### src/rtl/seg_pkg.sv
// Shared types and constants for the seven-segment digit scanner.
package seg_pkg;

    localparam int unsigned MAX_DIGITS = 8;
    localparam int unsigned SEG_W      = 7;

    typedef enum logic [1:0] {
        OFF   = 2'd0,
        GUARD = 2'd1,
        ON    = 2'd2
    } scan_state_e;

    // Active-high glyphs, bit 0 = segment a; entry n is hex digit n.
    localparam logic [15:0][SEG_W-1:0] GLYPHS = {
        7'h71, 7'h79, 7'h5E, 7'h39, 7'h7C, 7'h77, 7'h6F, 7'h7F,
        7'h07, 7'h7D, 7'h6D, 7'h66, 7'h4F, 7'h5B, 7'h06, 7'h3F
    };

endpackage

### src/rtl/seg_scan_mux_hex_to_seg.sv
// Combinational hex nibble to active-high seven-segment glyph decode.
module hex_to_seg
    import seg_pkg::*;
(
    input  logic [3:0]       nibble,
    output logic [SEG_W-1:0] seg_c
);

    assign seg_c = GLYPHS[nibble];

endmodule

### src/rtl/seg_scan_mux.sv
// Seven-segment scanner: one digit per refClk edge, blank guard before each digit,
// tear-free commit at frame wrap. Macro SEG_LEADING_ZERO_BLANK_EN blanks leading zeros.
module seg_scan_mux
    import seg_pkg::*;
#(
    parameter int unsigned DIGITS       = 4,
    parameter int unsigned GUARD_CYCLES = 16,
    parameter bit          ACTIVE_LOW   = 1'b1
) (
    input  logic                sysClk,
    input  logic                rst,
    input  logic                refClk,
    input  logic                load,
    input  logic [4*DIGITS-1:0] value,
    input  logic [DIGITS-1:0]   dp,
    output logic                ack,
    output logic                pending,
    output logic [DIGITS-1:0]   an,
    output logic [SEG_W-1:0]    seg,
    output logic                dpOut
);

    localparam int unsigned VAL_W = 4 * DIGITS;
    localparam int unsigned IDX_W = $clog2(DIGITS);
    localparam int unsigned CNT_W = 8;

    scan_state_e       state, state_d;
    logic [2:0]        sync;
    logic [IDX_W-1:0]  idx, idx_d;
    logic [CNT_W-1:0]  cnt, cnt_d;
    logic [VAL_W-1:0]  shadow_val, disp_val, disp_val_d;
    logic [DIGITS-1:0] shadow_dp, disp_dp, disp_dp_d;
    logic              tick_c, wrap_c, commit_c, pending_d, lit_c, blank_c;
    logic [3:0]        nibble_c;
    logic [SEG_W-1:0]  glyph_c, seg_d;
    logic [DIGITS-1:0] an_d;
    logic              dp_d;

    // Either refClk edge is one step.
    assign tick_c = sync[1] ^ sync[2];

    always_ff @(posedge sysClk) begin
        if (rst) state <= OFF;
        else     state <= state_d;
    end

    always_comb begin
        state_d = state;
        idx_d   = idx;
        cnt_d   = cnt;
        wrap_c  = 1'b0;
        unique case (state)
            OFF: begin
                if (tick_c) begin
                    state_d = GUARD;
                    idx_d   = '0;
                    cnt_d   = '0;
                    wrap_c  = 1'b1;
                end
            end
            GUARD, ON: begin
                if (tick_c) begin
                    state_d = GUARD;
                    cnt_d   = '0;
                    if (idx == IDX_W'(DIGITS - 1)) begin
                        idx_d  = '0;
                        wrap_c = 1'b1;
                    end else begin
                        idx_d = idx + IDX_W'(1);
                    end
                end else if (state == GUARD) begin
                    if (cnt == CNT_W'(GUARD_CYCLES - 1)) state_d = ON;
                    else                                 cnt_d   = cnt + CNT_W'(1);
                end
            end
            default: state_d = OFF;
        endcase
    end

    // Commit sees the pre-load shadow; a coincident load stays pending.
    assign commit_c   = wrap_c & pending;
    assign pending_d  = load | (pending & ~commit_c);
    assign disp_val_d = commit_c ? shadow_val : disp_val;
    assign disp_dp_d  = commit_c ? shadow_dp  : disp_dp;
    assign nibble_c   = 4'(disp_val_d >> {idx_d, 2'b00});

    hex_to_seg u_dec (
        .nibble (nibble_c),
        .seg_c  (glyph_c)
    );

`ifdef SEG_LEADING_ZERO_BLANK_EN
    logic [IDX_W-1:0] msd_c;

    always_comb begin
        msd_c = '0;
        for (int unsigned i = 1; i < DIGITS; i++) begin
            if (disp_val_d[4*i +: 4] != 4'h0) msd_c = IDX_W'(i);
        end
    end

    assign blank_c = (idx_d > msd_c);
`else
    assign blank_c = 1'b0;
`endif

    assign lit_c = (state_d == ON);
    assign an_d  = lit_c ? (DIGITS'(1) << idx_d) : '0;
    assign seg_d = (lit_c && !blank_c) ? glyph_c : '0;
    assign dp_d  = lit_c & disp_dp_d[idx_d];

    always_ff @(posedge sysClk) begin
        if (rst) begin
            sync       <= '0;
            idx        <= '0;
            cnt        <= '0;
            shadow_val <= '0;
            shadow_dp  <= '0;
            disp_val   <= '0;
            disp_dp    <= '0;
            pending    <= 1'b0;
            ack        <= 1'b0;
            an         <= {DIGITS{ACTIVE_LOW}};
            seg        <= {SEG_W{ACTIVE_LOW}};
            dpOut      <= ACTIVE_LOW;
        end else begin
            sync       <= {sync[1:0], refClk};
            idx        <= idx_d;
            cnt        <= cnt_d;
            disp_val   <= disp_val_d;
            disp_dp    <= disp_dp_d;
            pending    <= pending_d;
            ack        <= commit_c;
            an         <= an_d  ^ {DIGITS{ACTIVE_LOW}};
            seg        <= seg_d ^ {SEG_W{ACTIVE_LOW}};
            dpOut      <= dp_d  ^ ACTIVE_LOW;
            if (load) begin
                shadow_val <= value;
                shadow_dp  <= dp;
            end
        end
    end

endmodule

### config.mk
export PLATFORM = sky130hd
export DESIGN_NAME = seg_scan_mux
export DESIGN_NICKNAME = d
export VERILOG_FILES = /design/src/rtl/seg_pkg.sv /design/src/rtl/seg_scan_mux_hex_to_seg.sv /design/src/rtl/seg_scan_mux.sv
export SDC_FILE = /design/constraint.sdc
export NUM_CORES = 1
export LEC_CHECK = 0
export BUFFER_PORTS_ARGS = -buffer_cell sky130_fd_sc_hd__clkbuf_2
export CORE_MARGIN = 5
export CORE_UTILIZATION = 30
export CTS_CLUSTER_SIZE = 24
export DETAILED_ROUTE_END_ITERATION = 12
export PLACE_DENSITY = 0.56
export SYNTH_ARGS = -nofsm -noshare
export SYNTH_HDL_FRONTEND = slang
export SYNTH_SLANG_ARGS = --single-unit
### constraint.sdc
create_clock -name sysClk -period 3.25 [get_ports sysClk]
set_input_delay 0.65 -clock sysClk [delete_from_list [all_inputs] [get_ports sysClk]]
set_output_delay 0.65 -clock sysClk [all_outputs]
set_load 0.005 [all_outputs]
# Yosys cells after proc, flatten, opt, wreduce, memory -nomap -nowiden
# Memories as Yosys holds them, arrays and structs flattened.
# Cells that the tools add are included.
# totals
reg_bits,69
rom_bits,112
memories,1
# memory_table
memory,depth,width,read_ports,rd_clocked_by_memory_dff,wr,line,text
(no name shown),16,7,1,0,0,seg_scan_mux_hex_to_seg.sv:9,assign seg_c = GLYPHS[nibble];
# classes
shift,2
eq_ne,8
bitwise,9
n_reduce_logical,4
add_sub_neg,2
n_mux,25
magnitude_cmp,2
# op_table
operator,count
8-bit two-way mux,4
16-bit two-way mux,1
8-bit one-hot mux with 2 select lines,1
16-bit by 4-bit >> shifter with 4-bit output,1
2-bit two-way mux,7
7-bit two-way mux,2
8-bit by 1-bit adder with 8-bit output (second input constant),1
8-bit by 4-bit equality test with 1-bit output (second input constant),1
4-bit two-way mux,2
2-bit one-hot mux with 2 select lines,2
7-bit inverter,1
2-bit equality test (second input constant),3
3-bit != test (second input constant),2
4-bit by 5-bit less-than comparator with 1-bit output (second input constant),1
1-bit two-way mux,4
4-bit inverter,1
4-bit AND reduction,1
1-bit by 2-bit << shifter with 4-bit output (first input constant),1
1-bit bitwise AND,3
2-bit by 3-bit less-than comparator with 1-bit output (second input constant),1
2-bit by 1-bit adder with 2-bit output (second input constant),1
1-bit binary-select mux with 2-bit select,1
2-bit by 1-bit equality test with 1-bit output (second input constant),1
2-bit logical NOT,1
7 further kinds,8

# Depth between registers and ports, before layout
# depth
ltp_word,11
mapped_depth,13
depth_no_buf,12

# By module
# Synthesis repeated with hierarchy kept, for this count alone.
# unflattened
cells_unflattened,314
hier_area_um2,3045.4
# modules_own_cells
module,area_each_um2,seq_area_each_um2,instances,cells_each
seg_scan_mux,2757.6,1381.3,1,281
hex_to_seg,287.8,0.0,1,33

# Worst setup path after synthesis
# Ideal clock, no wire load.
# synth_path
kind,register to register
startpoint,register state[1]
endpoint,register seg[3]
setup_slack_ns,0.191
path_stages_with_launch,13
setup_ns,0.120
arrival_time_ns,2.940
cell_sequence,dfxtp_1 -> inv_1 -> ha_1 -> a21oi_1 -> nor3_4 -> nand2_2 -> buf_6 -> mux4_2 -> mux2i_1 -> inv_1 -> ha_1 -> mux2_1 -> o31a_1
# synth_via
elab_chain_len,10
# synth_lines
item,line,text
start: declaration,seg_scan_mux.sv:27,"scan_state_e state, state_d;"
start signal: assignment,seg_scan_mux.sv:44,else state <= state_d;
2-bit by 1-bit equality test with 1-bit output / 2-bit equality test (equally long branches),"seg_scan_mux.sv:52, seg_scan_mux.sv:71",
2-bit OR reduction,seg_scan_mux.sv:52,unique case (state)
1-bit one-hot mux with 2 select lines,seg_scan_mux.sv:52,
1-bit bitwise AND,seg_scan_mux.sv:81,assign commit_c = wrap_c & pending;
16-bit two-way mux,seg_scan_mux.sv:83,assign disp_val_d = commit_c ? shadow_val : disp_val;
16-bit by 4-bit >> shifter with 4-bit output,seg_scan_mux.sv:85,"assign nibble_c = 4'(disp_val_d >> {idx_d, 2'b00});"
memory read 16 x 7 bit,n/a,
7-bit two-way mux (implied by the code),seg_scan_mux_hex_to_seg.sv:9,
7-bit two-way mux (*),seg_scan_mux.sv:109,assign seg_d = (lit_c && !blank_c) ? glyph_c : '0;
7-bit inverter (no line) (*),n/a,
end signal: assignment,seg_scan_mux.sv:124,seg <= {SEG_W{ACTIVE_LOW}};
end signal: assignment,seg_scan_mux.sv:135,seg <= seg_d ^ {SEG_W{ACTIVE_LOW}};
end: declaration,seg_scan_mux.sv:19,"output logic [SEG_W-1:0] seg,"
# Mark *: on every way between the ends. The rest lies on a longest branch, timed or not. The select of a mux whose other input is x is not followed.
# A chain may end at the register's enable or synchronous reset.

# Worst setup path after layout
# layout_path
startpoint,register state[0]
endpoint,register seg[3]
# Same word-level chain as after synthesis.

==> results.ini <==
[power]
cellPowerDensity_nw_per_um2 = 507
p_seq_share_pct = 46.6
sw_frac_of_total_pct = 20.9
power_uw = 1890
cellInternalPower_uw = 1500
pwr-share-clk_pct = 46.6
comb_power_share_pct = 6.8
leakage_uw = 0.00159
peakVddDrop_mv = 0.229
power.switching_uw = 397

[placement]
dpl_cell_area_um2 = 3470
port_buffers = 37
dpl.cell_count = 488
hpwl_mm = 4.56
post-place-ws_ns = 0.154
place.gp.congestion = 0.723

[setup_path]
ff2ff_setup_slack_ns = 0.24
reg2reg_from = state[0]$_SDFF_PP0_
crit_arrival_ns = 3.24
worst-path-max-fanout = 9
cpMaxStageDelayCell = a211oi_4
path_cells = inv_1 -> ha_1 -> buf_4 -> and3_1 -> a211oi_4 -> buf_4 -> mux2i_1 -> inv_1 -> ha_1 -> mux2_1 -> o31a_1
cp-end-kind = flip-flop
critPathMaxStageDelay_ns = 0.39
timing_worst_setup_path_type = reg2reg
crit_path_start_kind = flip-flop
required_ns = 3.48
r2r_end = seg[3]$_SDFF_PP1_
r2r_cells = 11

[logic_synthesis]
synth_area_leaders = dfxtp_1 (44%), mux2i_1 (9.3%), mux4_2 (5.7%), nor2_1 (5.5%), nand2_1 (4.7%)
ys_types = 45
avgSynthCellArea_um2 = 9.72
synth_seq_cells = 69
yosysWarnings = 0
yosysSeqAreaShare_pct = 44.0
syn_nets = 358
synth-main-ff-cell = dfxtp_1
synth_top_area_share_pct = 44.0
synth_area_um2 = 3140
yosysTopAreaCell = dfxtp_1
async_flop_share_pct = 0
synth_edf_count = 0
netlist_instances = 323

[routing]
wl_met3_um = 350
postRouteAntennaNets = 0
via_per_inst = 4.59
num_vias = 2312
dr_wl_met2_mm = 2.68
drt_first_pass_iters = 4
drc_errors = 0
first_iter_violations = 158
wire_per_inst_um = 12.5
highest_layer = met4
drt-met1-wl_mm = 3.14
drt-total-wl_mm = 6.28

[clocking]
cts_sinks = 69
holdBufCountCts = 0
clockRootBuffer = clkbuf_8
cts_setup_buffers = 0
numCtsBuffers = 9
cts_tree = yes
ctsResizeCount = 0
clock_latency_ns = 0.34
cts_buffer_depth = 2
cts_max_level = 3
path_clk_slew_ns = 0.07

[outcome]
outcome = finished clean

[min_path]
whs_path_depth = 1
hold_start = sync[0]$_SDFF_PP0_
hold_class = reg2reg
hold_path_end = sync[1]$_SDFF_PP0_

[global_routing]
grt_pass1_wl_mm = 10.7
grt_use_total_pct = 10.5
grt_pass1_vias = 2216
grt-ovfl-total = 0
antenna_found_initial = 0
grt_max_degree = 57

[floorplan]
fp.dieH_um = 112
die_w_um = 112
rows = 37
dieArea_um2 = 12600
initial_core_util_pct = 30.5
ios = 38
coreArea_um2 = 10300

[final_layout]
fin_area_um2 = 3730
nets = 398
areaGrowthSynthToFinish_pct = 19.0
diodes = 0
drive_gt1_share_pct = 22.8
final_cells = 504

[timing]
max_freq_mhz = 332
final.setup.tns_ns = 0
hold_viol_final = 0
slew-limit-headroom_pct = 52.5
grt_setup_unrepaired = false
slew_viol_final = 0
skew_ns = 0.00875
worst_pin_slew_ns = 0.713
fin_crit_sh_pct = 92.6
worst_slack_ns = 0.240
finalSetupViolCount = 0
period_needed_ns = 3.01

[flow_run]
cap_violations = 0

## critical path, delay by kind of cell (launching register included)
family | cells | cell delay (ns)
compound gates | 2 | 0.63
fa+ha+maj | 2 | 0.54
mux | 2 | 0.54
buf+inv | 4 | 0.63
flops | 1 | 0.38
simple gates | 1 | 0.17
## per-layer routing
metal	GRT usage [%]	up-vias
met2	15.0	44
li1	-	1198
met1	14.3	1062
met4	4.33	0
met5	0	-
met3	3.72	8
## through the flow
stage,util [%],hold WS (ns)
floorplan,-,0.414
global placement,33.8,0.431
detailed placement,33.8,0.428
CTS,36.3,0.444
global route,36.3,0.462
finish,36.3,0.439
## power by group through the flow
stage / sequential (µW) / combinational [µW] / clock [µW]
final: 883 / 128 / 884
after global routing: 886 / 143 / 956
after CTS: 883 / 129 / 914
after detailed placement: 902 / 129 / 0
after global placement: 902 / 127 / 0
after floorplan: 896 / 95.5 / 0
## sequential cells by signal, summed over array words and instances (netlist names)
register / count
an: 4
idx: 2
shadow_dp: 4
sync: 3
cnt: 8
state: 2
disp_val: 16
shadow_val: 16
seg: 7
pending: 1
disp_dp: 4
dpOut: 1
ack: 1
## synth_stat cells (all sizes together) (2+ instances only)
| cell type | count |
|---|---|
| dfxtp | 69 |
| nor2 | 46 |
| nand2 | 40 |
| mux2i | 32 |
| a21oi | 28 |
| ha | 11 |
| buf | 10 |
| clkbuf | 9 |
| mux4 | 8 |
| inv | 7 |
| nor2b | 7 |
| o21ai | 7 |
| a211oi | 4 |
| and2 | 4 |
| and3 | 4 |
| nand2b | 4 |
| nand3 | 4 |
| nand3b | 4 |
| a21o | 3 |
| mux2 | 3 |
| a22o | 2 |
| nor3 | 2 |
| nor4 | 2 |
| o221ai | 2 |
| o31ai | 2 |
| or3 | 2 |
## worst max path at each step
stage / cells past startpoint / slack [ns] / to / from
final: 11 / 0.24 / seg[3]$_SDFF_PP1_ / state[0]$_SDFF_PP0_
after CTS: 11 / 0.14 / seg[3]$_SDFF_PP1_ / state[0]$_SDFF_PP0_
after global routing: 11 / 0.002 / seg[3]$_SDFF_PP1_ / state[0]$_SDFF_PP0_
after floorplan: 12 / 0.19 / seg[3]$_SDFF_PP1_ / state[1]$_SDFF_PP0_
after global placement: 11 / 0.25 / seg[3]$_SDFF_PP1_ / state[0]$_SDFF_PP0_
after detailed placement: 11 / 0.15 / seg[3]$_SDFF_PP1_ / state[1]$_SDFF_PP0_
## layout make-up
class                      instances  area, µm²
multi-input combinational        228       1630
timing repair buffer              48        268
clock buffer                      13        169
clock inverter                     3       90.1
tap                              136        170
fill                            1066       6540
sequential                        69       1380
inverter                           7       26.3
## cell families after synthesis
logic type	count (synthesis)	synth area share, %
XOR/XNOR	1	0.279
flip-flops	69	44.0
adder cells (fa/ha/maj)	11	4.39
buffers and inverters	26	4.19
multiplexers	43	18.2
AO/OA/AOI/OAI	52	10.7
AND/OR/NAND/NOR	121	18.2
## cell usage in the layout (no fill, tap or decap), types with 2 or more instances in the layout
| cell type | Yosys | layout |
|---|---|---|
| mux4_2 | 8 | 8 |
| mux2i_1 | 29 | 29 |
| clkbuf_2 | 0 | 37 |
| or3_1 | 2 | 2 |
| nor2_1 | 46 | 46 |
| a22o_1 | 2 | 2 |
| a21o_1 | 3 | 3 |
| buf_4 | 1 | 11 |
| mux2_2 | 2 | 2 |
| ha_1 | 11 | 11 |
| o221ai_1 | 2 | 2 |
| nand2_1 | 39 | 39 |
| nand3b_1 | 4 | 4 |
| and3_1 | 4 | 4 |
| clkbuf_8 | 0 | 12 |
| nand2b_1 | 4 | 4 |
| dfxtp_1 | 69 | 69 |
| nor2b_1 | 6 | 6 |
| bufinv_16 | 0 | 3 |
| o21ai_1 | 2 | 2 |
| mux2i_4 | 3 | 3 |
| a21oi_1 | 28 | 28 |
| a211oi_1 | 3 | 3 |
| inv_1 | 6 | 6 |
| nand3_1 | 4 | 4 |
| and2_1 | 4 | 4 |
| o21ai_0 | 5 | 5 |
Power figures use the tool's default switching activity.
